===== config.mk =====
export PLATFORM = sky130hd
export DESIGN_NAME = lifo_stack_param
export DESIGN_NICKNAME = d
export VERILOG_FILES = /design/src/rtl/lifo_stack_param.sv
export SDC_FILE = /design/constraint.sdc
export NUM_CORES = 1
export LEC_CHECK = 0
export ABC_AREA = 1
export ABC_CLOCK_PERIOD_IN_PS = 2800
export CAP_MARGIN = 20
export CORE_ASPECT_RATIO = 0.7
export CORE_UTILIZATION = 54
export CTS_CLUSTER_DIAMETER = 40
export DETAILED_ROUTE_END_ITERATION = 16
export PLACE_DENSITY = 0.84
export SLEW_MARGIN = 5
export SYNTH_ARGS = -nofsm -noshare
export SYNTH_HDL_FRONTEND = slang
export SYNTH_SLANG_ARGS = --single-unit

===== constraint.sdc =====
create_clock -name Clk -period 2.8 [get_ports Clk]
set_clock_uncertainty 0.05 [all_clocks]
set_input_delay 0.56 -clock Clk [delete_from_list [all_inputs] [get_ports Clk]]
set_output_delay 0.56 -clock Clk [all_outputs]
set_load 0.02 [all_outputs]

===== src/rtl/lifo_stack_param.sv =====
// lifo_stack_param
// Parametrised synchronous LIFO stack with occupancy count, combinational
// top-of-stack peek, push+pop replace, a one-cycle pop valid strobe and
// sticky overflow/underflow error flags. Single clock domain.
//
// Ports:
//   Clk        rising-edge clock
//   RstN       synchronous reset, active-low
//   Push       push Data_In this cycle
//   Pop        pop the top entry this cycle (Push+Pop together = replace)
//   Data_In    word to push
//   Clr_Err    clears Overflow/Underflow (an error event in the same cycle wins)
//   Data_Out   last popped word, registered and held
//   Out_Valid  one-cycle pulse after a successful pop/replace
//   Top        combinational peek of the top entry, 0 when Empty
//   Count      number of valid entries, 0..DEPTH
//   Full       Count == DEPTH (registered)
//   Empty      Count == 0 (registered)
//   Overflow   sticky: push attempted while Full without a pop
//   Underflow  sticky: pop attempted while Empty

module lifo_stack_param #(
  parameter int DATA_W = 4,
  parameter int DEPTH  = 8,
  localparam int CNT_W = $clog2(DEPTH + 1)
) (
  input  logic              Clk,
  input  logic              RstN,
  input  logic              Push,
  input  logic              Pop,
  input  logic [DATA_W-1:0] Data_In,
  input  logic              Clr_Err,
  output logic [DATA_W-1:0] Data_Out,
  output logic              Out_Valid,
  output logic [DATA_W-1:0] Top,
  output logic [CNT_W-1:0]  Count,
  output logic              Full,
  output logic              Empty,
  output logic              Overflow,
  output logic              Underflow
);

  // Memory index width; Count needs one more value (DEPTH) than an address does.
  localparam int ADDR_W = $clog2(DEPTH);

  logic [DATA_W-1:0] mem [DEPTH];

  logic [CNT_W-1:0]  count_m1;
  logic [ADDR_W-1:0] push_idx;
  logic [ADDR_W-1:0] top_idx;

  logic [CNT_W-1:0]  cnt_next;
  logic              wr_en;
  logic [ADDR_W-1:0] wr_addr;
  logic              pop_ok;
  logic              ovf_evt;
  logic              unf_evt;

  // push_idx is only used when Count < DEPTH, top_idx only when Count > 0,
  // so truncating to ADDR_W bits never aliases a live entry.
  assign count_m1 = Count - CNT_W'(1);
  assign push_idx = Count[ADDR_W-1:0];
  assign top_idx  = count_m1[ADDR_W-1:0];

  // Empty gates the peek so stale memory contents never leak out after reset.
  assign Top = Empty ? '0 : mem[top_idx];

  always_comb begin
    cnt_next = Count;
    wr_en    = 1'b0;
    wr_addr  = push_idx;
    pop_ok   = 1'b0;
    ovf_evt  = 1'b0;
    unf_evt  = 1'b0;
    unique case ({Push, Pop})
      2'b10: begin
        if (!Full) begin
          wr_en    = 1'b1;
          cnt_next = Count + CNT_W'(1);
        end else begin
          ovf_evt = 1'b1;
        end
      end
      2'b01: begin
        if (!Empty) begin
          pop_ok   = 1'b1;
          cnt_next = count_m1;
        end else begin
          unf_evt = 1'b1;
        end
      end
      2'b11: begin
        if (!Empty) begin
          // Replace: read old top and overwrite it in the same edge; depth unchanged.
          pop_ok  = 1'b1;
          wr_en   = 1'b1;
          wr_addr = top_idx;
        end else begin
          // Nothing to pop, so the push still happens but the pop is an error.
          wr_en    = 1'b1;
          cnt_next = CNT_W'(1);
          unf_evt  = 1'b1;
        end
      end
      default: ;
    endcase
  end

  always_ff @(posedge Clk) begin
    if (!RstN) begin
      Count     <= '0;
      Empty     <= 1'b1;
      Full      <= 1'b0;
      Data_Out  <= '0;
      Out_Valid <= 1'b0;
      Overflow  <= 1'b0;
      Underflow <= 1'b0;
    end else begin
      Count     <= cnt_next;
      Full      <= (cnt_next == CNT_W'(DEPTH));
      Empty     <= (cnt_next == '0);
      Out_Valid <= pop_ok;
      if (pop_ok) begin
        Data_Out <= mem[top_idx];
      end
      Overflow  <= ovf_evt | (Overflow & ~Clr_Err);
      Underflow <= unf_evt | (Underflow & ~Clr_Err);
    end
  end

  // Storage is never cleared; reset only blocks writes so a push during reset is dropped.
  always_ff @(posedge Clk) begin
    if (RstN && wr_en) begin
      mem[wr_addr] <= Data_In;
    end
  end

endmodule


# --- Yosys cells after proc, flatten, opt, wreduce, memory -nomap -nowiden ---
# Memories as Yosys holds them, arrays and structs flattened.
# Index checks and enable logic that the tools add are counted.
word_totals:
  regBits: 13
  latchBits: 0
  ram_bits: 32
  mem_bits_ro: 0
  input_bits: 9
  elab_cells: 39
  mem_count: 1
memory_table:
  columns: ["memory", "words", "width", "rd", "rd_ports_with_merged_regs", "wr", "line", "text"]
  rows:
  - ["mem", 8, 4, 1, 0, 1, "46", "logic [DATA_W-1:0] mem [DEPTH];"]
op_classes:
  add_sub_neg: 2
  n_mul: 0
  n_div: 0
  magnitude_cmp: 0
  n_eq_ne: 4
  shifts: 0
  muxes: 17
  n_bitwise: 5
  reduce_logical: 3
op_table:
  columns: ["op", "count"]
  rows:
  - ["$mux 4", 4]
  - ["$pmux 4 s3", 1]
  - ["$mux 1", 9]
  - ["$mux 3", 2]
  - ["$add 4x1->4 const B", 1]
  - ["$eq 2x2->1 const B", 2]
  - ["$eq 4x4->1 const B", 1]
  - ["$logic_not 4->1", 1]
  - ["$sub 4x1->4 const B", 1]
  - ["$and 1x1->1", 2]
  - ["$eq 2x1->1 const B", 1]
  - ["$or 1x1->1", 2]
  - ["$pmux 1 s2", 1]
  - ["$reduce_or 2->1", 1]
  - ["$logic_and 1x1->1", 1]
  - ["$not 1->1", 1]

# --- Depth between registers and ports, before layout ---
# Gate-level depths: netlist (run 1).
depth:
  depth_word: 5
  ltp_mapped: 13
  mapped_depth_nobuf: 10

# --- Least setup slack after synthesis (run 1) ---
# No wires, ideal clock.
synth_timing:
  kind: "flip-flop to output port"
  from: "reg Count[0]"
  to: "out Top[0]"
  arrival_ns: 2.196
  setup_slack_ns: -0.006
  stages_incl_launch_ff: 11
  path_buffers: 4
  path_cell_list: "dfxtp_1 buf_4 inv_2 buf_2 ha_1 buf_4 clkbuf_1 o21ai_0 o211ai_1 o21ai_0 nor2_1"
synth_via:
  elab_chain_len: 3
synth_rtl:
  columns: ["item", "line", "text"]
  rows:
  - ["start: declaration", "36", "output logic [CNT_W-1:0] Count,"]
  - ["start signal: assignment", "119", "Count <= cnt_next;"]
  - ["$sub 4x1->4", "61", "assign count_m1 = Count - CNT_W'(1);"]
  - ["$mem_v2 8x4", null, null]
  - ["$mux 4", "66", "assign Top = Empty ? '0 : mem[top_idx];"]
  - ["end: declaration", "35", "output logic [DATA_W-1:0] Top,"]
# No other way between the ends.

# --- Worst setup path after layout (run 1) ---
# Same ends and word-level chain as after synthesis.

==> out/results.txt, run 1 <==
number of synthesized register bits: 45
DR pass1 iterations: 5
placed cell areas: 0.00240 mm2
VDD IR-drop max: 0.000413 V
Synth Warn #: 0
count leader, synth: nor2_1
endpoint class of the critical path: output port
clk sink count: 45
Cell Area, Synth: 0.00207 mm2
Final ANT Viol Nets: 0
hold crit path type: flop to flop
CTS tree: built
final hold violations: 0
Slew @ Worst Pin: 416 ps
antenna violations before repair: 0
Post-synth ARST share: 0%
Setup Buffers After CTS: 0
max_slew headroom: 72.0%
vias in the first global route: 1,482
CTS buffer count: 5
largest net degree at the start of global routing: 22
final instance area: 0.00251 mm2
crit path time final: 2680 ps
layout cell share with drive strength beyond 1: 8.68%
area fraction of the dominant cell type after synthesis: 46.4%
post-DR vias/cell: 5.47
Synth Flop Type: edfxtp_1
Starting Density: 57.5%
period utilisation layout: 95.9%
later-pin clock latency in the skew report: 290 ps
ranking of synthesized cells by area: edfxtp_1 (46%), dfxtp_1 (13%), nor2_1 (9.2%)
# DRC: 0
global-route wire length before repair: 7.35 mm
# nets final: 277
Setup TNS Final: 0 ps
M3 GR Usage: 7.97%
chip width: 76.0 um
clk buf depth: 2
die span in y: 53.8 um
initial DRC count: 209
arrival time worst endpoint: 2070 ps
Hold EP: Overflow
Req. time, crit path: 2190 ps
GR Util All Layers: 25.3%
Hold WS: 415 ps
final setup violation count: 0
FF-to-FF End: mem[5][2]
hpwl dp: 3.37 mm
Worst Reg-to-Reg Cells: 6
crit path launch type: flop
total of max-cap violations: 0
Lkg Pwr: 0.000989 uW
Root Buffer: clkbuf_8
routed wire length: 4.68 mm
Port Buffers: 25
global placement routability congestion: 0.957
f_max: 372 MHz
register area share after synthesis: 59.0%
hold path cells: 2
grt ovf: 0
hold path startpoint: Overflow
n_diodes: 0
row cnt: 18
R2R Setup Slk: 710 ps
global routing usage on met1: 37.4%
clock slew at reported path FFs: 80 ps
io pins: 26
CP max FO: 9
Avg Cell Area, Syn: 8.89 um2
M2 GR Usage: 35.2%
Total Power: 1570 uW
Synth Net Count: 245
Slew Viols, Final: 0
R2R Path Start: Count[0]
grt peak-use layer: met1
Gate Count Post-Synth: 233
H-tree depth: 2
outcome: completed
CORE AREA: 0.00360 mm2
leading area contributor after synthesis: edfxtp_1
routed via count: 1,723
Crit Path Category: flop to output port
Post-synth EDFFs: 32
area delta synth->final: 21.1%
commonest cells in the netlist: nor2_1 (51), nand2_1 (43), o21ai_0 (34)
RSZ-0062 raised after global routing: no
Netlist cell types: 20
wire length per cell: 14.8 um
Critical Path Source: Count[0]
pwr dens: 627 mW/mm2
die area: 0.00409 mm2
Post-CTS Hold Buffers: 0
[critical path: stages, from the launching register on]
cell and delay, ps:
dfxtp_1 350, inv_2 50, ha_1 300, buf_4 170
nor2_1 50, o21ai_0 120, o21ai_0 170, o21ai_1 250
nor2_2 50, clkdlybuf4s15_1 280
[power breakdown]
part / switching [uW] / total [uW] / internal (uW)
clock network: 203 / 463 / 259
logic: 225 / 358 / 133
registers: 13.2 / 752 / 738
total: 442 / 1570 / 1130
[worst max path at each step]
stage / to / slack, ps / cells past startpoint
after floorplan: Top[0] / 60 / 10
after global placement: Top[2] / 170 / 9
after detailed placement: Top[2] / 110 / 9
after CTS: Top[2] / 20 / 9
after global routing: Top[0] / 1 / 9
final: Top[0] / 120 / 9
[final cells by class]
class	instances	area (um2)
Fill cell	282	1100
Sequential cell	45	1220
Tap cell	50	62.6
Clock inverter	2	35.0
Inverter	22	82.6
Timing Repair Buffer	33	309
Clock buffer	5	68.8
Multi-Input combinational cell	158	728
[what timing repair did]
item | 4_1_cts | 5_1_grt
gates resized for setup | 4 | 7
pin swaps | 0 | 0
endpoints found under the setup margin | 4 | 4
[through the flow]
| step | utilization, % | worst slack (ps) | cells |
|---|---|---|---|
| floorplan | - | 60.6 | 233 |
| global placement | 66.7 | 173 | 308 |
| detailed placement | 66.7 | 107 | 308 |
| CTS | 69.5 | 19.5 | 315 |
| global route | 69.6 | 1.10 | 315 |
| finish | 69.6 | 115 | 315 |
[per-layer routing]
metal	vias up	share of wire (%)
met5	-	0
met4	0	0.73
met3	6	12
met2	104	43
met1	774	44
li1	839	-
[kinds of logic (layout without fill, tap and decap cells)]
family	after synthesis	in the layout	synth area share [%]
buffers and inverters	30	62	6.34
adders and majority gates	3	3	1.81
and+or+nand+nor	105	105	20.0
AOI/OAI and AO/OA	50	50	12.9
DFF	45	45	59.0
[cell usage in the layout (no fill, tap or decap)]
master and n:
a21oi_1 10, and2_4 1, buf_4 8, bufinv_16 1
clkbuf_8 5, clkdlybuf4s15_1 3, clkdlybuf4s50_1 21, clkinv_2 1
dfxtp_1 13, dlygate4sd2_1 1, edfxtp_1 32, ha_1 3
inv_1 20, inv_2 2, nand2_1 43, nand3_1 8
nand4_1 1, nor2_1 47, nor2_2 4, o211ai_1 4
o21ai_0 30, o21ai_1 4, o21ai_2 1, o21bai_1 1
or2_1 1
[sequential cells by signal, summed over array words and instances (netlist names)]
name and count:
Count 4, Data_Out 4, Empty 1, Full 1, Out_Valid 1, Overflow 1, Underflow 1, mem 32
Note: power is estimated with default switching activity, not from simulation.
==> run 2: changes to the inputs <==
--- a/config.mk
+++ b/config.mk
@@ -9,9 +9,11 @@
 export ABC_CLOCK_PERIOD_IN_PS = 2800
 export CAP_MARGIN = 20
 export CORE_ASPECT_RATIO = 0.7
+export CORE_MARGIN = 4
 export CORE_UTILIZATION = 54
 export CTS_CLUSTER_DIAMETER = 40
 export DETAILED_ROUTE_END_ITERATION = 16
+export HOLD_SLACK_MARGIN = 0.03
 export PLACE_DENSITY = 0.84
 export SLEW_MARGIN = 5
 export SYNTH_ARGS = -nofsm -noshare
==> run 2 against run 1 <==
Net effect: clock power rose by 2%; first-iteration DRC count grew 3.8%; routed wire length down 0.28%; non-clock buffer count fell by 1; maximum frequency rose by 1.1%; flip-flop and latch count is the same; sequential share of layout area shrank 0.073 points; via count fell by 0.46%; global-route usage decreased by 4.2 points; critical endpoint is now Top[2]; highest routed layer unchanged.
==> out/results.txt, run 2 (synthesis gave the netlist of run 1 again) <==
outcome: completed
Lkg Pwr: 0.000992 uW (+0.27%)
period utilisation layout: 94.9% (-1.0 points)
die span in y: 59.8 um (+11%)
post-DR vias/cell: 5.44 (-0.46%)
RSZ-0062 raised after global routing: no
Cells after DPL: 306 (-0.65%)
row cnt: 18 (unchanged)
final core occ: 69.7% (+0.10 points)
global placement routability congestion: 0.937 (-2.1%)
CP top delay family: compound AO/OA/AOI/OAI gates
Port Buffers: 25 (unchanged)
WP buf/inv: 2 (-1)
n_diodes: 0 (unchanged)
pwr dens: 632 mW/mm2 (+0.73%)
Worst Slack Setup Final: 144 ps (+28.8 ps)
clk buf depth: 2 (unchanged)
Slew Viols, Final: 0 (unchanged)
# nets final: 276 (-0.36%)
crit path launch type: flop
commonest cells after routing, fill and taps aside: nor2_1 (47), nand2_1 (43), o21ai_0 (32), edfxtp_1 (32), clkdlybuf4s50_1 (21)
Top Registers: mem x32, Count x4, Data_Out x4
die area: 0.00491 mm2 (+20%)
pre-CTS WS: -72.9 ps (-180 ps)
clk sink count: 45 (unchanged)
largest net degree at the start of global routing: 22 (unchanged)
CP Cell Sequence: inv_2 -> ha_4 -> o21ai_0 -> o211ai_1 -> o21ai_0 -> nor2_2 -> dlygate4sd2_1
crit path time final: 2660 ps (-28.8 ps)
Hold WS: 427 ps (+11.6 ps)
commonest non-fill, non-tap cell in the layout: nor2_1
hpwl dp: 3.41 mm (+1.1%)
clock slew at reported path FFs: 80 ps (about the same)
initial DRC count: 217 (+3.8%)
chip width: 82.0 um (+7.9%)
Req. time, crit path: 2190 ps (about the same)
Post-Layout Cell Count: 315 (unchanged)
routed wire length: 4.66 mm (-0.28%)
total of max-cap violations: 0 (unchanged)
final hold violations: 0 (unchanged)
hold crit path type: flop to flop
Largest register FFs: 32 (unchanged)
Starting Density: 57.5% (unchanged)
endpoint class of the critical path: output port
Reg with most FFs: mem
H-tree depth: 2 (unchanged)
# DRC: 0 (unchanged)
f_max: 377 MHz (+1.1%)
CP max FO: 17 (+8)
Slew @ Worst Pin: 410 ps (-6.58 ps)
most frequent CP cell: o21ai_0
antenna violations before repair: 0 (unchanged)
VDD IR-drop max: 0.000690 V (+67%)
Root Buffer: clkbuf_8
DR pass1 iterations: 5 (unchanged)
CORE AREA: 0.00360 mm2 (unchanged)
later-pin clock latency in the skew report: 300 ps (about the same)
global-route wire length before repair: 7.33 mm (-0.19%)
critical path's slowest cell: dfxtp_1
area delta synth->final: 21.3%
Max stage delay on crit path: 360 ps (about the same)
vias in the first global route: 1,469 (-0.88%)
grt ovf: 0 (unchanged)
io pins: 26 (unchanged)
max_slew headroom: 72.4% (+0.44 points)
CTS tree: built
layout cell share with drive strength beyond 1: 8.30% (-0.38 points)
wire length per cell: 14.8 um (-0.28%)
arrival time worst endpoint: 2050 ps (-20 ps)
Crit Path Category: flop to output port
final setup violation count: 0 (unchanged)
routed via count: 1,715 (-0.46%)
GR Util All Layers: 21.1% (-4.2 points)
CTS buffer count: 5 (unchanged)
Final ANT Viol Nets: 0 (unchanged)
## run 2: changes by cell type in the layout (fill, tap and decap cells not counted), moves of 2 or more
cell and delta:
dlygate4sd2_1 +3, o21ai_0 +2, clkdlybuf4s15_1 -3, o21ai_1 -2
## run 2: worst paths after layout
path,from,to,slack (ps),depth (start not counted)
setup reg to reg,Count[0],mem[5][0],660,6
setup / recovery,Count[0],Top[2],140,7
hold / removal,Underflow,Underflow,430,2
hold reg to reg,Underflow,Underflow,430,2
## run 2: layout make-up
type,instances,area (um2)
timing repair buffer,32,298
inverter,22,82.6
tap,50,62.6
clock inverter,2,33.8
multi-input combinational,158,741
sequential,45,1220
fill,292,1090
clock buffer,6,72.6
## run 2: layer usage
layer / wire length, um / global-route usage [%]
met5: 0 / 0
met2: 1990 / 28.4
met3: 578 / 7.23
met4: 33 / 7.82
met1: 2070 / 31.1
## run 2: worst reg2reg max path, stage by stage, from the launching register on
cell and delay, ps:
dfxtp_1 360, inv_2 60, buf_4 200, ha_1 320, o21ai_0 280, nand2_1 180
nor2_1 350
## run 2: per-stage QoR
step	TNS [ps]	instance area, um2	total power [uW]
global route	0	2510	1670
CTS	0	2510	1590
floorplan	0	2080	989
finish	0	2510	1590
global placement	-39.4	2390	1110
detailed placement	-161	2390	1120
## run 2: what timing repair did
action | in CTS | in global routing
setup endpoints to repair | 4 | 0
resized for setup | 8 | 0
hold buffers | 0 | 0
setup buffers | 1 | 0
## run 2: where the power goes
part           switching [uW]  total (uW)  internal [uW]
clock                     210         473            263
sequential               13.1         752            738
combinational             224         362            138
==> run 3: changes to the inputs <==
--- a/config.mk
+++ b/config.mk
@@ -15,6 +15,7 @@
 export DETAILED_ROUTE_END_ITERATION = 16
 export HOLD_SLACK_MARGIN = 0.03
 export PLACE_DENSITY = 0.84
+export SKIP_CTS_REPAIR_TIMING = 1
 export SLEW_MARGIN = 5
 export SYNTH_ARGS = -nofsm -noshare
 export SYNTH_HDL_FRONTEND = slang
==> run 3 against run 2 <==
Net effect: design area grew 0.30%; maximum frequency grew 4.2%; critical path type unchanged; clock power is essentially flat; register-to-register slack is essentially flat; critical endpoint unchanged.
==> out/results.txt, run 3 (synthesis gave the netlist of run 1 again) <==
io pins: 26 (unchanged)
global-route wire length before repair: 7.34 mm (about the same)
outcome: completed
Slew @ Worst Pin: 419 ps (+9.01 ps)
Top Registers: mem x32, Count x4, Data_Out x4
hold crit path type: flop to flop
DR pass1 iterations: 7 (+2)
grt ovf: 0 (unchanged)
# nets final: 275 (-0.36%)
H-tree depth: 2 (unchanged)
chip width: 82.0 um (unchanged)
CP max FO: 17 (unchanged)
commonest cells after routing, fill and taps aside: nor2_1 (47), nand2_1 (43), o21ai_0 (32), edfxtp_1 (32), clkdlybuf4s50_1 (21)
period utilisation layout: 91.0% (-3.8 points)
Hold WS: 426 ps (-1.04 ps)
RSZ-0062 raised after global routing: no
endpoint class of the critical path: output port
crit path time final: 2550 ps (-107 ps)
row cnt: 18 (unchanged)
total of max-cap violations: 0 (unchanged)
f_max: 392 MHz (+4.2%)
CTS tree: built
layout cell share with drive strength beyond 1: 7.95% (-0.35 points)
later-pin clock latency in the skew report: 300 ps (about the same)
post-DR vias/cell: 5.40 (-0.79%)
max_slew headroom: 71.8% (-0.61 points)
final setup violation count: 0 (unchanged)
global placement routability congestion: 0.937 (unchanged)
hpwl dp: 3.41 mm (unchanged)
clk sink count: 45 (unchanged)
commonest non-fill, non-tap cell in the layout: nor2_1
largest net degree at the start of global routing: 22 (unchanged)
routed via count: 1,696 (-1.1%)
initial DRC count: 183 (-16%)
arrival time worst endpoint: 1940 ps (-110 ps)
Root Buffer: clkbuf_8
area delta synth->final: 21.6%
die area: 0.00491 mm2 (unchanged)
Reg with most FFs: mem
vias in the first global route: 1,463 (-0.41%)
clock slew at reported path FFs: 80 ps (about the same)
crit path launch type: flop
wire length per cell: 15.0 um (+1.2%)
pwr dens: 629 mW/mm2 (-0.48%)
Slew Viols, Final: 0 (unchanged)
final hold violations: 0 (unchanged)
CORE AREA: 0.00360 mm2 (unchanged)
Req. time, crit path: 2190 ps (about the same)
Largest register FFs: 32 (unchanged)
Crit Path Category: flop to output port
routed wire length: 4.71 mm (+0.88%)
clk buf depth: 2 (unchanged)
final core occ: 69.9% (+0.21 points)
GR Util All Layers: 21.1% (+0.033 points)
Final ANT Viol Nets: 0 (unchanged)
# DRC: 0 (unchanged)
n_diodes: 0 (unchanged)
VDD IR-drop max: 0.000692 V (+0.19%)
Port Buffers: 25 (unchanged)
antenna violations before repair: 0 (unchanged)
die span in y: 59.8 um (unchanged)
Lkg Pwr: 0.00103 uW (+4.2%)
CTS buffer count: 5 (unchanged)
Starting Density: 57.5% (unchanged)
## run 3: cell types whose count changed in the layout (fill, tap and decap cells not counted)
cell,previous run,this run
dlygate4sd2_1,4,0
buf_4,7,6
dlymetal6s2s_1,0,4
## run 3: power by group
| part | internal [uW] | switching, uW | leakage [uW] |
|---|---|---|---|
| Sequential | 738 | 13.1 | 0.000396 |
| Combinational | 139 | 223 | 0.000585 |
| Clock | 263 | 207 | 0.0000528 |
| Total | 1140 | 443 | 0.00103 |
## run 3: final timing paths
| check | endpoint | slack [ps] | from | depth (start not counted) |
|---|---|---|---|---|
| setup / recovery | Top[2] | 250 | Count[0] | 8 |
| hold / removal | Underflow | 430 | Underflow | 2 |
| setup reg to reg | mem[5][0] | 670 | Count[0] | 6 |
| hold reg to reg | Underflow | 430 | Underflow | 2 |
## run 3: metal layers
metal	GRT usage, %	vias to the layer above	wire (um)
met4	7.82	0	49
met5	0	-	0
met1	31.4	762	2090
met3	7.23	5	539
li1	-	837	-
met2	28.2	92	2030
## run 3: metrics by stage
stage	instance area, um2	std cells	setup WS, ps	total power (uW)	setup TNS, ps
global route	2520	314	132	1670	0
finish	2520	314	251	1580	0
CTS	2500	314	-419	1580	-1500
floorplan	2080	233	60.6	989	0
global placement	2390	306	-39.4	1110	-39.4
detailed placement	2390	306	-72.9	1120	-161
## run 3: cell type report
type | instances | area (um2)
Multi-Input combinational cell | 158 | 741
Fill cell | 289 | 1080
Clock buffer | 6 | 72.6
Inverter | 22 | 82.6
Tap cell | 50 | 62.6
Sequential cell | 45 | 1220
Timing Repair Buffer | 31 | 305
Clock inverter | 2 | 33.8
## run 3: worst max-delay path, stage by stage (launching register included)
cell and delay (ps):
dfxtp_1 350, inv_2 60, ha_4 360, nor2_1 70, o21ai_0 130, o21ai_0 140
o21ai_0 260, nor2_2 60, dlymetal6s2s_1 210
